$ cat config.mk
export PLATFORM = sky130hd
export DESIGN_NAME = fp_mult_pipe
export DESIGN_NICKNAME = d
export VERILOG_FILES = /design/src/rtl/fp_pkg.sv /design/src/rtl/fp_norm_round.sv /design/src/rtl/fp_mult_pipe.sv
export SDC_FILE = /design/constraint.sdc
export NUM_CORES = 2
export LEC_CHECK = 0
export BUFFER_PORTS_ARGS = -buffer_cell sky130_fd_sc_hd__buf_2
export CORE_MARGIN = 3
export CORE_UTILIZATION = 35
export DETAILED_ROUTE_END_ITERATION = 10
export GPL_TIMING_DRIVEN = 1
export SYNTH_ARGS = -nofsm -noshare
export SYNTH_HDL_FRONTEND = slang
export SYNTH_SLANG_ARGS = --single-unit
$ cat constraint.sdc
create_clock -name clk -period 9.6 [get_ports clk]
set_clock_uncertainty 0.1 [all_clocks]
set_input_delay 0.96 -clock clk [delete_from_list [all_inputs] [get_ports clk]]
set_output_delay 0.96 -clock clk [all_outputs]
set_load 0.02 [all_outputs]
$ cat src/rtl/fp_pkg.sv
// Shared floating-point types and width-parametrised constants for the FPU datapath.
package fp_pkg;

  typedef enum logic {
    RM_RNE = 1'b0,
    RM_RTZ = 1'b1
  } rm_e;

  typedef enum logic [2:0] {
    ZERO,
    NORM,
    INF,
    QNAN,
    SNAN
  } fp_class_e;

  typedef struct packed {
    logic invalid;
    logic overflow;
    logic underflow;
    logic inexact;
  } fp_flags_t;

  // Exponent bias for a given exponent field width.
  function automatic int fp_bias(input int exp_w);
    return (1 << (exp_w - 1)) - 1;
  endfunction

  // Canonical quiet NaN: sign 0, exponent all ones, only the fraction MSB set.
  function automatic logic [63:0] fp_canon_nan(input int exp_w, input int man_w);
    return (((64'd1 << exp_w) - 64'd1) << man_w) | (64'd1 << (man_w - 1));
  endfunction

  // Largest finite magnitude: exponent all-ones-minus-one, fraction all ones.
  function automatic logic [63:0] fp_max_finite(input int exp_w, input int man_w);
    return (((64'd1 << exp_w) - 64'd2) << man_w) | ((64'd1 << man_w) - 64'd1);
  endfunction

endpackage

$ cat src/rtl/fp_norm_round.sv
// Normalise, round, and pack a raw mantissa product with overflow saturation and flush-to-zero.
module fp_norm_round
  import fp_pkg::*;
#(
  parameter int EXP_W = 8,
  parameter int MAN_W = 23
) (
  input  logic                     sign,
  input  logic signed [EXP_W+1:0]  exp_in,
  input  logic [2*MAN_W+1:0]       prod,
  input  rm_e                      rm,
  output logic [EXP_W+MAN_W:0]     res,
  output fp_flags_t                flags
);

  localparam int W  = 1 + EXP_W + MAN_W;
  localparam int EW = EXP_W + 2;
  localparam int PW = 2 * MAN_W + 2;
  localparam logic signed [EW-1:0] EXP_LIMIT = EW'((1 << EXP_W) - 1);
  localparam logic [W-1:0] MAX_FIN = W'(fp_max_finite(EXP_W, MAN_W));

  logic                 top;
  logic [PW-1:0]        norm;
  logic [MAN_W:0]       mant;
  logic                 guard;
  logic                 sticky;
  logic                 inc;
  logic [MAN_W+1:0]     mant_r;
  logic                 carry;
  logic [MAN_W-1:0]     frac;
  logic signed [EW-1:0] exp_fin;

  // Product lies in [1,4); bring it into [1,2), round, then saturate or flush the exponent.
  always_comb begin
    top     = prod[PW-1];
    norm    = top ? {1'b0, prod[PW-1:1]} : prod;
    mant    = norm[PW-2:MAN_W];
    guard   = norm[MAN_W-1];
    sticky  = (|norm[MAN_W-2:0]) | (top & prod[0]);
    inc     = (rm == RM_RNE) & guard & (sticky | mant[0]);
    mant_r  = {1'b0, mant} + (MAN_W+2)'(inc);
    carry   = mant_r[MAN_W+1];
    frac    = carry ? '0 : mant_r[MAN_W-1:0];
    exp_fin = exp_in + EW'(top) + EW'(carry);

    flags         = '0;
    flags.inexact = guard | sticky;
    res           = {sign, exp_fin[EXP_W-1:0], frac};

    if (exp_fin >= EXP_LIMIT) begin
      flags.overflow = 1'b1;
      flags.inexact  = 1'b1;
      if (rm == RM_RNE) res = {sign, {EXP_W{1'b1}}, {MAN_W{1'b0}}};
      else              res = {sign, MAX_FIN[W-2:0]};
    end else if (exp_fin <= 0) begin
      flags.underflow = 1'b1;
      flags.inexact   = |prod;
      res             = {sign, {(W-1){1'b0}}};
    end
  end

endmodule

$ cat src/rtl/fp_mult_pipe.sv
// Three-stage pipelined floating-point multiplier with valid/ready flow control and a global stall.
module fp_mult_pipe
  import fp_pkg::*;
#(
  parameter int EXP_W = 8,
  parameter int MAN_W = 23,
  parameter int TAG_W = 4
) (
  input  logic                     clk,
  input  logic                     rst_n,
  input  logic                     in_valid,
  output logic                     in_ready,
  input  logic [EXP_W+MAN_W:0]     in_a,
  input  logic [EXP_W+MAN_W:0]     in_b,
  input  logic                     in_rm,
  input  logic [TAG_W-1:0]         in_tag,
  output logic                     out_valid,
  input  logic                     out_ready,
  output logic [EXP_W+MAN_W:0]     out_res,
  output logic [3:0]               out_flags,
  output logic [TAG_W-1:0]         out_tag
);

  localparam int W    = 1 + EXP_W + MAN_W;
  localparam int EW   = EXP_W + 2;
  localparam int PW   = 2 * MAN_W + 2;
  localparam int BIAS = fp_bias(EXP_W);
  localparam logic [W-1:0] CANON_NAN = W'(fp_canon_nan(EXP_W, MAN_W));

  function automatic fp_class_e classify(input logic [EXP_W-1:0] e, input logic [MAN_W-1:0] f);
    fp_class_e c;
    c = NORM;
    if (e == '0) c = ZERO;
    else if (e == '1) begin
      if (f == '0)         c = INF;
      else if (f[MAN_W-1]) c = QNAN;
      else                 c = SNAN;
    end
    return c;
  endfunction

  logic                 sa, sb;
  logic [EXP_W-1:0]     ea, eb;
  logic [MAN_W-1:0]     fa, fb;
  fp_class_e            ca, cb;
  logic                 adv;

  logic                 sp_special;
  logic [W-1:0]         sp_res;
  fp_flags_t            sp_flags;
  logic signed [EW-1:0] exp_sum;

  logic                 s1_valid, s1_special, s1_sign;
  rm_e                  s1_rm;
  logic [TAG_W-1:0]     s1_tag;
  logic [W-1:0]         s1_res;
  fp_flags_t            s1_flags;
  logic signed [EW-1:0] s1_exp;
  logic [MAN_W:0]       s1_man_a, s1_man_b;

  logic                 s2_valid, s2_special, s2_sign;
  rm_e                  s2_rm;
  logic [TAG_W-1:0]     s2_tag;
  logic [W-1:0]         s2_res;
  fp_flags_t            s2_flags;
  logic signed [EW-1:0] s2_exp;
  logic [PW-1:0]        s2_prod;

  logic [W-1:0]         nr_res;
  fp_flags_t            nr_flags;

  assign {sa, ea, fa} = in_a;
  assign {sb, eb, fb} = in_b;
  assign ca = classify(ea, fa);
  assign cb = classify(eb, fb);

  // The whole pipe advances together; only the output consumer can stall it.
  assign in_ready = !out_valid | out_ready;
  assign adv      = in_ready;

  assign exp_sum = {2'b00, ea} + {2'b00, eb} - EW'(BIAS);

  // Resolve NaN/inf/zero operands up front so later stages only forward the answer.
  always_comb begin
    sp_special = 1'b1;
    sp_res     = '0;
    sp_flags   = '0;
    if (ca == QNAN || ca == SNAN || cb == QNAN || cb == SNAN) begin
      sp_res           = CANON_NAN;
      sp_flags.invalid = (ca == SNAN) || (cb == SNAN);
    end else if ((ca == INF && cb == ZERO) || (ca == ZERO && cb == INF)) begin
      sp_res           = CANON_NAN;
      sp_flags.invalid = 1'b1;
    end else if (ca == INF || cb == INF) begin
      sp_res = {sa ^ sb, {EXP_W{1'b1}}, {MAN_W{1'b0}}};
    end else if (ca == ZERO || cb == ZERO) begin
      sp_res = {sa ^ sb, {(W-1){1'b0}}};
    end else begin
      sp_special = 1'b0;
    end
  end

  // Stage 1: classification result, biased exponent sum and mantissas with hidden bit.
  always_ff @(posedge clk or negedge rst_n) begin
    if (!rst_n) begin
      s1_valid   <= 1'b0;
      s1_special <= 1'b0;
      s1_sign    <= 1'b0;
      s1_rm      <= RM_RNE;
      s1_tag     <= '0;
      s1_res     <= '0;
      s1_flags   <= '0;
      s1_exp     <= '0;
      s1_man_a   <= '0;
      s1_man_b   <= '0;
    end else if (adv) begin
      s1_valid   <= in_valid;
      s1_special <= sp_special;
      s1_sign    <= sa ^ sb;
      s1_rm      <= rm_e'(in_rm);
      s1_tag     <= in_tag;
      s1_res     <= sp_res;
      s1_flags   <= sp_flags;
      s1_exp     <= exp_sum;
      s1_man_a   <= {1'b1, fa};
      s1_man_b   <= {1'b1, fb};
    end
  end

  // Stage 2: full-width mantissa product.
  always_ff @(posedge clk or negedge rst_n) begin
    if (!rst_n) begin
      s2_valid   <= 1'b0;
      s2_special <= 1'b0;
      s2_sign    <= 1'b0;
      s2_rm      <= RM_RNE;
      s2_tag     <= '0;
      s2_res     <= '0;
      s2_flags   <= '0;
      s2_exp     <= '0;
      s2_prod    <= '0;
    end else if (adv) begin
      s2_valid   <= s1_valid;
      s2_special <= s1_special;
      s2_sign    <= s1_sign;
      s2_rm      <= s1_rm;
      s2_tag     <= s1_tag;
      s2_res     <= s1_res;
      s2_flags   <= s1_flags;
      s2_exp     <= s1_exp;
      s2_prod    <= s1_man_a * s1_man_b;
    end
  end

  fp_norm_round #(
    .EXP_W (EXP_W),
    .MAN_W (MAN_W)
  ) u_norm_round (
    .sign   (s2_sign),
    .exp_in (s2_exp),
    .prod   (s2_prod),
    .rm     (s2_rm),
    .res    (nr_res),
    .flags  (nr_flags)
  );

  // Stage 3: pick special or rounded result; these registers drive the outputs directly.
  always_ff @(posedge clk or negedge rst_n) begin
    if (!rst_n) begin
      out_valid <= 1'b0;
      out_res   <= '0;
      out_flags <= '0;
      out_tag   <= '0;
    end else if (adv) begin
      out_valid <= s2_valid;
      out_res   <= s2_special ? s2_res : nr_res;
      out_flags <= s2_special ? s2_flags : nr_flags;
      out_tag   <= s2_tag;
    end
  end

endmodule
==> flow_metrics.env <==
export IMPL_avgViaCountPerCell=4.916
export IMPL_fin_setup_tns_ns=0
export IMPL_status="finished, final reports clean"
export IMPL_synth_ff_type="dfrtp_1"
export IMPL_pre_cts_slack_ns=2.036
export IMPL_numClockSinks=180
export IMPL_finalMaxSlewViolations=0
export IMPL_finalCritPeriodShare=0.7933
export IMPL_instances_no_fill=4165
export IMPL_synth_top_cell_area_share=0.3500
export IMPL_cts_resized=0
export IMPL_max_slew_margin=0.2362
export IMPL_reg2regPathDepth=22
export IMPL_yosysTopAreaCell="fa_1"
export IMPL_antenna_found_initial=0
export IMPL_dp_cells=4133
export IMPL_start_util=0.3556
export IMPL_die_h_um=287.2
export IMPL_ys_seq_area_frac=0.1627
export IMPL_portBuffers=114
export IMPL_yosysWarnings=0
export IMPL_crit_fanout=25
export IMPL_cts_tree="built"
export IMPL_wl_um=72910
export IMPL_worstReg2RegEnd="s2_prod[46]"
export IMPL_r2r_setup_slack_ns=1.98
export IMPL_coreArea_mm2=0.07785
export IMPL_ys_types=85
export IMPL_hold_viol=0
export IMPL_required_ns=9.87
export IMPL_dr_pass1_iters=5
export IMPL_worst_pin_slew_ns=1.146
export IMPL_clk_latency_ns=0.48
export IMPL_start_kind="flop"
export IMPL_grt_ovfl_total=0
export IMPL_path_clk_slew_ns=0.07
export IMPL_finalWorstSetupSlack_ns=1.984
export IMPL_setup_violations=0
export IMPL_place_congestion=0.8894
export IMPL_synth_edf_count=0
export IMPL_synthTopCellsByArea="fa_1, dfrtp_1, ha_1"
export IMPL_post_route_util=0.3804
export IMPL_path_class="flop to flop"
export IMPL_grtUsageTotal=0.1867
export IMPL_ios=115
export IMPL_post_cts_buffers=0
export IMPL_drt_drc_violations_left=0
export IMPL_synth_nets=3880
export IMPL_avgSynthCellArea_um2=8.841
export IMPL_die_w_um=287.2
export IMPL_hold_path_class="input port to async pin"
export IMPL_crit_start="s1_man_b[9]"
export IMPL_grt_max_degree=94
export IMPL_cts_htree_levels=4
export IMPL_hpwl_um=57400
export IMPL_rsz0062_at_grt="no"
export IMPL_drtIter0Drc=1302
export IMPL_crit_arrival_ns=7.88
export IMPL_fin_nets=3861
export IMPL_synth_async_sr_flop_share=1.000
export IMPL_clock_path_buffers=2
export IMPL_cts_hold_buf=0
export IMPL_r2r_start="s1_man_b[9]"
export IMPL_cts_root_buf="clkbuf_16"
export IMPL_finalCriticalPeriod_ns=7.616
export IMPL_maxCapViolations=0
export IMPL_dieArea_mm2=0.08250
export IMPL_grt_pass1_wl_um=121400
export IMPL_ant_nets=0
export IMPL_drive_gt1_frac=0.06304
export IMPL_wl_per_cell_um=17.50
export IMPL_cts_inserted_buffers=17
export IMPL_ys_seq_elements=180
export IMPL_cp_end_kind="flop"
export IMPL_vias=20474
export IMPL_syn_to_final_growth_pct=6.984
export IMPL_netlist_instances=3131
export IMPL_fmax_mhz=131.3
export IMPL_row_count=102
export IMPL_grt_pass1_vias=21564
export IMPL_cp_endpoint="s2_prod[46]"
export IMPL_insertedDiodeCount=0
export IMPL_fillers=8001
export IMPL_syn_area_mm2=0.02768
==> cell usage after synthesis, types with 4 or more instances <==
library cell    n
inv_1         550
o21ai_0        61
clkbuf_1      152
and2_1        301
a22oi_1         4
dfrtp_1       180
fa_1          484
nor4_1         27
buf_2           5
xnor2_1        40
a221o_1        16
nor3_1         14
a21o_1         26
o21a_1         10
nor2_1         71
nor2b_1         7
a211oi_1        6
nand2b_1        8
o21bai_1        7
a31oi_1        10
ha_1          192
o31ai_1         9
or3_1           8
nand2_1       636
and3_1          8
nand4_1        22
buf_1          10
a21oi_1        94
xor2_1         41
nand3_1        28
mux2i_1        20
==> per-layer routing <==
| metal | track usage | share of wire | up-vias |
|---|---|---|---|
| li1 | - | - | 9502 |
| met1 | 0.2701 | 0.47 | 10402 |
| met2 | 0.2892 | 0.45 | 526 |
| met3 | 0.03965 | 0.067 | 44 |
| met4 | 0.03717 | 0.010 | 0 |
| met5 | 0 | 0 | - |
==> layout by cell type, fill, tap and decap left out, types with 28 or more instances in the layout <==
cell     synthesis  routed
dfrtp_1        180     179
xnor2_1         40      40
a21oi_1         94      94
buf_2            5     113
and2_1         301     301
fa_1           484     484
o21ai_0         61      61
ha_1           192     192
inv_1          550     550
xor2_1          41      41
nand2_1        636     636
nand3_1         28      28
nor2_1          71      71
==> worst min path at each step <==
stage | from | endpoint | slack [ns] | cells past startpoint
after floorplan | s2_valid | s2_valid | 0.33 | 2
after global placement | out_tag[1] | out_tag[1] | 0.35 | 2
after detailed placement | out_tag[1] | out_tag[1] | 0.35 | 2
after CTS | rst_n | out_res[14] | 0.35 | 1
after global routing | rst_n | out_res[17] | 0.37 | 1
final | rst_n | out_res[14] | 0.35 | 1
==> through the flow <==
stage / instance area (um^2) / hold slack (ns)
after global placement: 29050 / 0.3451
after global routing: 29610 / 0.3696
after CTS: 29610 / 0.3463
after detailed placement: 29050 / 0.3516
final: 29610 / 0.3492
after floorplan: 27680 / 0.3300
==> cell type report <==
type,count,area (um^2),area share
Inverter,551,2073,0.07001
Sequential cell,180,4506,0.1521
Timing Repair Buffer,137,752.0,0.02539
Clock inverter,11,112.6,0.003802
Multi-Input combinational cell,2225,20420,0.6895
Tap cell,1040,1301,0.04394
Clock buffer,21,450.4,0.01521
==> worst max-delay path, stage by stage (launching register included) <==
cell     delay [ns]
dfrtp_1        0.98
nand2_1        0.20
fa_1           0.58
fa_1           0.55
inv_1          0.05
fa_1           0.50
inv_1          0.05
fa_1           0.53
inv_1          0.07
fa_1           0.46
fa_1           0.56
inv_1          0.08
fa_1           0.49
inv_1          0.05
ha_1           0.36
a21oi_1        0.17
o21ai_0        0.17
or3_1          0.40
o21a_1         0.22
o31ai_2        0.30
nor3_1         0.09
or3_1          0.31
a31o_1         0.22
==> cell families after synthesis <==
family	Yosys count	share of synthesized area
muxes	23	0.008452
DFF	180	0.1627
adders and majority gates	676	0.4368
AOI/OAI and AO/OA	289	0.06884
and+or+nand+nor	1155	0.1971
buffers and inverters	726	0.09989
xor gates and xnor gates	82	0.02622
==> state kept, by name (all words and copies together) (netlist names), 3 cells and up <==
signal	count
out_flags	4
out_res	32
out_tag	4
s1_exp	10
s1_man_a	24
s1_man_b	23
s1_res	3
s1_tag	4
s2_exp	10
s2_prod	48
s2_res	3
s2_tag	4
Power is left out: the tool's default activity adds up to more than one toggle a clock period on the data nets, which glitch-free logic cannot reach.
